$ cat src/rtl/pbl_pkg.sv
// Shared definitions for the push-button conditioning blocks: debouncer state
// encoding and the clock/debounce timing the default qualification time derives from.
package pbl_pkg;

    typedef enum logic [1:0] {
        IDLE         = 2'd0,
        WAIT_PRESS   = 2'd1,
        PRESSED      = 2'd2,
        WAIT_RELEASE = 2'd3
    } deb_state_t;

    localparam int CLK_FREQ_HZ = 50000000;
    localparam int DEBOUNCE_MS = 20;
    localparam int DEFAULT_STABLE_CYCLES = (CLK_FREQ_HZ / 1000) * DEBOUNCE_MS;

endpackage

$ cat src/rtl/sync_ff.sv
// Multi-stage synchroniser for an asynchronous single-bit input; the reset value
// lets each user park the chain at its input's idle level.
module sync_ff #(
    parameter int   STAGES    = 2,
    parameter logic RESET_VAL = 1'b0
) (
    input  logic clk,
    input  logic rst,
    input  logic d,
    output logic q
);

    logic [STAGES-1:0] chain;

    always_ff @(posedge clk or posedge rst) begin
        if (rst) begin
            chain <= {STAGES{RESET_VAL}};
        end else begin
            chain <= {chain[STAGES-2:0], d};
        end
    end

    assign q = chain[STAGES-1];

endmodule

$ cat src/rtl/button_debouncer.sv
// Push-button debouncer: synchronise, normalise to 1 = pressed, then accept a new
// level only after it holds for STABLE_CYCLES clocks; emits one-cycle press/release pulses.
module button_debouncer
    import pbl_pkg::*;
#(
    parameter int STABLE_CYCLES = DEFAULT_STABLE_CYCLES,
    parameter int SYNC_STAGES   = 2,
    parameter bit ACTIVE_LOW    = 1'b1
) (
    input  logic clk,
    input  logic rst,
    input  logic btn_in,
    output logic btn_level,
    output logic btn_pulse,
    output logic btn_release
);

    localparam int CNT_WIDTH = $clog2(STABLE_CYCLES + 1);
    localparam logic [CNT_WIDTH-1:0] CNT_MAX = CNT_WIDTH'(STABLE_CYCLES - 1);

    logic                 btn_sync;
    logic                 s;
    deb_state_t           state;
    deb_state_t           state_next;
    logic [CNT_WIDTH-1:0] cnt;
    logic [CNT_WIDTH-1:0] cnt_next;
    logic                 level_next;
    logic                 pulse_next;
    logic                 release_next;

    // Chain parks at the raw not-pressed level so reset release never looks like a press.
    sync_ff #(
        .STAGES    (SYNC_STAGES),
        .RESET_VAL (ACTIVE_LOW)
    ) u_sync (
        .clk (clk),
        .rst (rst),
        .d   (btn_in),
        .q   (btn_sync)
    );

    assign s = btn_sync ^ ACTIVE_LOW;

    always_ff @(posedge clk or posedge rst) begin
        if (rst) begin
            state       <= IDLE;
            cnt         <= '0;
            btn_level   <= 1'b0;
            btn_pulse   <= 1'b0;
            btn_release <= 1'b0;
        end else begin
            state       <= state_next;
            cnt         <= cnt_next;
            btn_level   <= level_next;
            btn_pulse   <= pulse_next;
            btn_release <= release_next;
        end
    end

    always_comb begin
        state_next = state;
        cnt_next   = cnt;
        case (state)
            IDLE: begin
                if (s) begin
                    state_next = WAIT_PRESS;
                    cnt_next   = '0;
                end
            end
            WAIT_PRESS: begin
                if (!s) begin
                    state_next = IDLE;
                end else if (cnt == CNT_MAX) begin
                    state_next = PRESSED;
                end else begin
                    cnt_next = cnt + CNT_WIDTH'(1);
                end
            end
            PRESSED: begin
                if (!s) begin
                    state_next = WAIT_RELEASE;
                    cnt_next   = '0;
                end
            end
            WAIT_RELEASE: begin
                if (s) begin
                    state_next = PRESSED;
                end else if (cnt == CNT_MAX) begin
                    state_next = IDLE;
                end else begin
                    cnt_next = cnt + CNT_WIDTH'(1);
                end
            end
        endcase
    end

    // Outputs are decoded from the upcoming state and registered alongside it.
    always_comb begin
        level_next   = (state_next == PRESSED) || (state_next == WAIT_RELEASE);
        pulse_next   = (state == WAIT_PRESS) && (state_next == PRESSED);
        release_next = (state == WAIT_RELEASE) && (state_next == IDLE);
    end

endmodule

$ cat config.mk
export PLATFORM = sky130hd
export DESIGN_NAME = button_debouncer
export DESIGN_NICKNAME = d
export VERILOG_FILES = /design/src/rtl/pbl_pkg.sv /design/src/rtl/sync_ff.sv /design/src/rtl/button_debouncer.sv
export SDC_FILE = /design/constraint.sdc
export NUM_CORES = 1
export LEC_CHECK = 0
export ABC_AREA = 0
export BUFFER_PORTS_ARGS = -buffer_cell sky130_fd_sc_hd__buf_2
export CAP_MARGIN = 10
export CELL_PAD_IN_SITES_DETAIL_PLACEMENT = 0
export CELL_PAD_IN_SITES_GLOBAL_PLACEMENT = 2
export CORE_MARGIN = 2
export CORE_UTILIZATION = 38
export CTS_CLUSTER_DIAMETER = 200
export DETAILED_ROUTE_END_ITERATION = 10
export PLACE_DENSITY_LB_ADDON = 0.1
export SLEW_MARGIN = 25
export SYNTH_ARGS = -nofsm -noshare
export SYNTH_HDL_FRONTEND = slang
export SYNTH_HIERARCHICAL = 1
export SYNTH_SLANG_ARGS = --single-unit
$ cat constraint.sdc
create_clock -name clk -period 3.2 [get_ports clk]
set_input_delay 0.16 -clock clk [delete_from_list [all_inputs] [get_ports clk]]
set_output_delay 0.16 -clock clk [all_outputs]
set_load 0.02 [all_outputs]
==> results_dict.tcl, run 1 <==
set metrics [dict create \
    grt_pass1_wl_um 5130 \
    status "complete, no violations" \
    min_period_over_period_pct 79.5 \
    layout-drive-gt1-share_pct 11.8 \
    fin_crit_ns 2.54 \
    numCtsBuffers 3 \
    wirelength_um 2980 \
    first_pass_iters 4 \
    holdPathStages 0 \
    synth_edf_count 0 \
    grt_antenna_before_repair 0 \
    syn_avg_cell_area_um2 9.54 \
    vias 1153 \
    grt_pass1_vias 1069 \
    n_fill_cell 346 \
    setup_viol_count_final 0 \
    synth_common_cells "dfrtp_1 (24), o21ai_0 (18), nand2_1 (13), nand3_1 (12), o31ai_1 (10)" \
    io_pins 6 \
    maxCapViolations 0 \
    vias_per_cell 5.82 \
    route.detailed.drc 0 \
    initial_utilization_pct 40.2 \
    first_iter_violations 99 \
    synth_top_area_share_pct 43.7 \
    path_class "register to register" \
    crit_path_end_kind "register" \
    ir_drop_uv 176 \
    die_x_um 64.1 \
    wl_per_cell_um 15.1 \
    async_flop_share_pct 100 \
    yosys.area.top_type "dfrtp_1" \
    finalMaxSlewViolations 0 \
    cts_sinks 26 \
    die-area_um2 4110 \
    num_antenna_cells 0 \
    clk_transition_reported_paths_ns 0.15 \
    rsz0062_at_grt "false" \
    worst_pin_slew_ns 0.878 \
    num_rows 21 \
    ys_types 34 \
    hold_viol_final 0 \
    ys.warnings.count 6 \
    clockRootBuffer "clkbuf_4" \
    cp_max_fo 12 \
    cp-start-kind "register" \
    track_usage_pct 15.9 \
    synth-seq-area-share_pct 47.5 \
    nNetsFinal 157 \
    clock_path_buffers 2 \
    power.leakage_nw 0.593 \
    hpwlAfterDp_um 2070 \
    synth.cell_area_um2 1370 \
    r2r_cells 6 \
    cts.hold.buffers_added 2 \
    slew_headroom_pct 41.1 \
    gp_congestion 0.752 \
    tns_ns 0 \
    yosys_register_bits 26 \
    p_per_area_nw_per_um2 409 \
    synth.most_common_cell "dfrtp_1" \
    synthTopCellsByArea "dfrtp_1 (44%), o21ai_0 (6.6%), o31ai_1 (5.5%)" \
    area_growth_pct 10.0 \
    hold_class "register to register" \
    cts_tree "built" \
    critical_path_arrival_ns 2.77 \
    h-tree-depth 1 \
    chipHeight_um 64.1 \
    io_buffers 5 \
    fin_skew_ns 0.00403 \
    grt_max_degree 25 \
    max_freq_mhz 393 \
    cp_data_required_time_ns 3.42 \
    synthCells 144 \
    utilization_pct 44.2 \
    ant_nets 0 \
    postCtsResizedCells 0 \
    insertion_delay_ns 0.33 \
    ys.flop_type "dfrtp_1" \
    post_cts_buffers 0 \
    syn-num-nets 148 \
    core_um2 3420 \
    grt-ovfl-total 0 \
]
[path summary, 6_finish.rpt]
path / start / end / slack (ns)
min in group asynchronous: rst / u_sync/chain[1] / 0.38
setup / recovery: cnt[7] / cnt[10] / 0.66
hold / removal: u_sync/chain[0] / u_sync/chain[1] / 0.37
setup reg to reg: cnt[7] / cnt[10] / 0.66
max in group asynchronous: rst / cnt[14] / 2.35
hold reg to reg: u_sync/chain[0] / u_sync/chain[1] / 0.37
[worst max-delay path: stages, from the launching register on]
cell	delay, ns
dfrtp_1	0.50
or4b_1	0.54
or4_4	0.47
o311ai_4	0.53
buf_12	0.21
nand2b_1	0.10
o21ai_0	0.07
[cell usage in the layout, fill, tap and decap left out, types with 2 or more instances in the layout]
| cell | n |
|---|---|
| a31oi_1 | 6 |
| nand4_1 | 2 |
| or3_1 | 4 |
| buf_2 | 5 |
| dfrtp_1 | 24 |
| a21oi_1 | 5 |
| nand2b_1 | 3 |
| nor3_1 | 3 |
| nor2_1 | 6 |
| o21ai_2 | 2 |
| and3_1 | 3 |
| o21ai_0 | 18 |
| clkbuf_4 | 3 |
| dlygate4sd3_1 | 2 |
| inv_1 | 6 |
| nand2_1 | 13 |
| nand3_1 | 12 |
| o31ai_1 | 10 |
| o21ai_1 | 5 |
| dfstp_2 | 2 |
[cells by family after synthesis]
group	after synthesis	synth area share (%)
AND/OR/NAND/NOR	53	20.3
adder cells (fa/ha/maj)	1	0.911
flip-flops	26	47.5
buffers and inverters	11	4.64
XOR/XNOR	2	1.28
AO/OA/AOI/OAI	51	25.3
[where the power goes]
part / internal (mW) / total [mW] / switching [mW] / leakage [nW]
registers: 0.336 / 0.345 / 0.00878 / 0.352
clock network: 0.127 / 0.231 / 0.104 / 0.0279
logic: 0.0152 / 0.0425 / 0.0273 / 0.214
total: 0.478 / 0.618 / 0.140 / 0.593
[per-layer routing]
metal | vias to the layer above | global-route usage (%) | wire [µm]
met5 | - | 0 | 0
li1 | 553 | - | -
met1 | 579 | 22.2 | 1480
met2 | 17 | 24.9 | 1380
met3 | 4 | 2.64 | 89
met4 | 0 | 5.59 | 29
[per-stage QoR]
stage / power, mW / cell area, µm² / hold slack, ns / worst slack, ns / cells
after floorplan: 0.380 / 1370 / 0.0715 / 0.942 / 144
after global placement: 0.391 / 1440 / 0.191 / 0.694 / 192
after detailed placement: 0.392 / 1440 / 0.198 / 0.649 / 192
after CTS: 0.623 / 1510 / 0.363 / 0.640 / 198
after global routing: 0.646 / 1510 / 0.359 / 0.475 / 198
final: 0.618 / 1510 / 0.366 / 0.656 / 198
[final cells by class]
cell class | instances | area, µm² | share of cell area, %
inverters | 7 | 26.3 | 1.74
clock inverters | 1 | 30.0 | 1.99
clock buffers | 3 | 22.5 | 1.49
flip-flops and latches | 26 | 653 | 43.2
multi-input cells | 107 | 657 | 43.5
well taps | 46 | 57.6 | 3.81
repair buffers | 8 | 65.1 | 4.30
[state kept, by name, summed over array words and instances, names as in the netlist]
register,cells
btn_level,1
btn_pulse,1
btn_release,1
cnt,20
state,1
u_sync/chain,2
(Power assumes the default switching activity.)
==> run 2, diff against run 1 <==
==> constraint.sdc (replaced) <==
create_clock -name clk -period 2.39 [get_ports clk]
set_input_delay 0.1195 -clock clk [delete_from_list [all_inputs] [get_ports clk]]
set_output_delay 0.1195 -clock clk [all_outputs]
set_load 0.02 [all_outputs]
==> run 2 against run 1 <==
Clock-buffer cell count grew 1; critical endpoint unchanged; critical path depth is the same; clock skew about the same; worst setup slack got worse by 0.47 ns; highest routed layer unchanged; register-to-register slack worse by 0.47 ns; final area grew 2.1%; via count grew 4.0%; fmax rose by 16%; critical path type unchanged; global-route usage rose by 2.3 points; flip-flop and latch count unchanged; sequential power is 34% higher.
==> results_dict.tcl, run 2 (synthesized netlist as in run 1, its figures left out) <==
set metrics [dict create \
    max_stage_delay_ns 0.53 \
    numCtsBuffers 3 \
    rsz0062_at_grt "false" \
    grt_antenna_before_repair 0 \
    path_class "register to register" \
    critical_path_arrival_ns 2.43 \
    grt_max_degree 25 \
    maxCapViolations 0 \
    first_pass_iters 4 \
    reg_top3 "cnt: 20 flops, u_sync/chain: 2 flops" \
    layout_commonest_cell "dfrtp_1" \
    clock_path_buffers 2 \
    post_cts_buffers 0 \
    min_period_over_period_pct 92.0 \
    status "complete, no violations" \
    fin_skew_ns 0.00411 \
    vias 1199 \
    reg2reg_setup_slack_ns 0.19 \
    grt-ovfl-total 0 \
    io_buffers 5 \
    initial_utilization_pct 40.2 \
    max_freq_mhz 455 \
    hpwlAfterDp_um 2250 \
    cts.hold.buffers_added 2 \
    setup_viol_count_final 0 \
    gp_congestion 0.744 \
    route.detailed.drc 0 \
    top_register "cnt" \
    layout_common_cells "dfrtp_1 (24), o21ai_0 (18), nand2_1 (13)" \
    cp_data_required_time_ns 2.62 \
    ant_nets 0 \
    h-tree-depth 1 \
    n_fill_cell 334 \
    core_um2 3420 \
    die_x_um 64.1 \
    worst_pin_slew_ns 0.880 \
    nNetsFinal 165 \
    io_pins 6 \
    chipHeight_um 64.1 \
    die-area_um2 4110 \
    clk_transition_reported_paths_ns 0.15 \
    cts_tree "built" \
    area_growth_pct 12.3 \
    cp-start-kind "register" \
    first_iter_violations 107 \
    slew_headroom_pct 41.0 \
    tns_ns 0 \
    clockRootBuffer "clkbuf_4" \
    wl_per_cell_um 15.7 \
    grt_pass1_wl_um 5780 \
    largest_reg_flops 20 \
    ir_drop_uv 291 \
    vias_per_cell 5.82 \
    hold_viol_final 0 \
    layout-drive-gt1-share_pct 16.3 \
    cp_slowest_cell "or4b_1" \
    wirelength_um 3230 \
    power.leakage_nw 0.622 \
    worstPathCellList "or4b_1 -> or4_4 -> o311ai_4 -> buf_4 -> nand2b_1 -> o21ai_0" \
    cts_sinks 26 \
    crit_path_end_kind "register" \
    postCtsResizedCells 0 \
    num_antenna_cells 0 \
    finalMaxSlewViolations 0 \
    track_usage_pct 18.2 \
    insertion_delay_ns 0.33 \
    grt_pass1_vias 1170 \
    p_total_mw 0.756 \
    hold_class "primary input to async pin" \
    fin_crit_ns 2.20 \
    cp_max_fo 10 \
    num_rows 21 \
    p_per_area_nw_per_um2 490 \
]
[run 2: stage by stage]
step | hold WS (ns) | worst slack (ns) | instance area, µm² | cells | util (%)
after floorplan | 0.0310 | 0.132 | 1370 | 144 | -
after global placement | 0.152 | 0.255 | 1490 | 200 | 43.5
after detailed placement | 0.156 | 0.201 | 1490 | 200 | 43.5
after CTS | 0.319 | 0.181 | 1540 | 206 | 45.2
after global routing | 0.326 | 0.0885 | 1540 | 206 | 45.2
final | 0.333 | 0.190 | 1540 | 206 | 45.2
[run 2: where the power goes]
part / internal [mW] / switching (mW) / total (mW)
Clock: 0.0934 / 0.140 / 0.234
Combinational: 0.0226 / 0.0392 / 0.0619
Sequential: 0.450 / 0.0110 / 0.461
Total: 0.566 / 0.191 / 0.756
[run 2: routing by layer]
metal  global-route usage [%]  wire, µm
met5                        0         0
met4                     6.12        68
met3                     4.23       153
met2                     29.4      1510
met1                     24.1      1500
[run 2: critical path: cells and delay by family (launching register included)]
kind | cells | cell delay [ns]
AOI/OAI and AO/OA | 2 | 0.36
DFF | 1 | 0.40
and+or+nand+nor | 3 | 1.12
buffers and inverters | 1 | 0.23
[run 2: path summary, 6_finish.rpt]
check	from	to	cells past startpoint
worst max-delay path	cnt[7]	cnt[10]	6
min in group clk	u_sync/chain[0]	u_sync/chain[1]	0
max in group asynchronous	rst	cnt[16]	3
worst max register to register	cnt[7]	cnt[10]	6
worst min register to register	u_sync/chain[0]	u_sync/chain[1]	0
worst min-delay path	rst	u_sync/chain[1]	3
[run 2: final cells by class]
type | count | area [µm²] | area share (%)
Sequential cell | 26 | 653 | 42.3
Timing Repair Buffer | 16 | 113 | 7.30
Inverter | 7 | 26.3 | 1.70
Multi-Input combinational cell | 107 | 657 | 42.6
Clock buffer | 4 | 36.3 | 2.35
Tap cell | 46 | 57.6 | 3.73
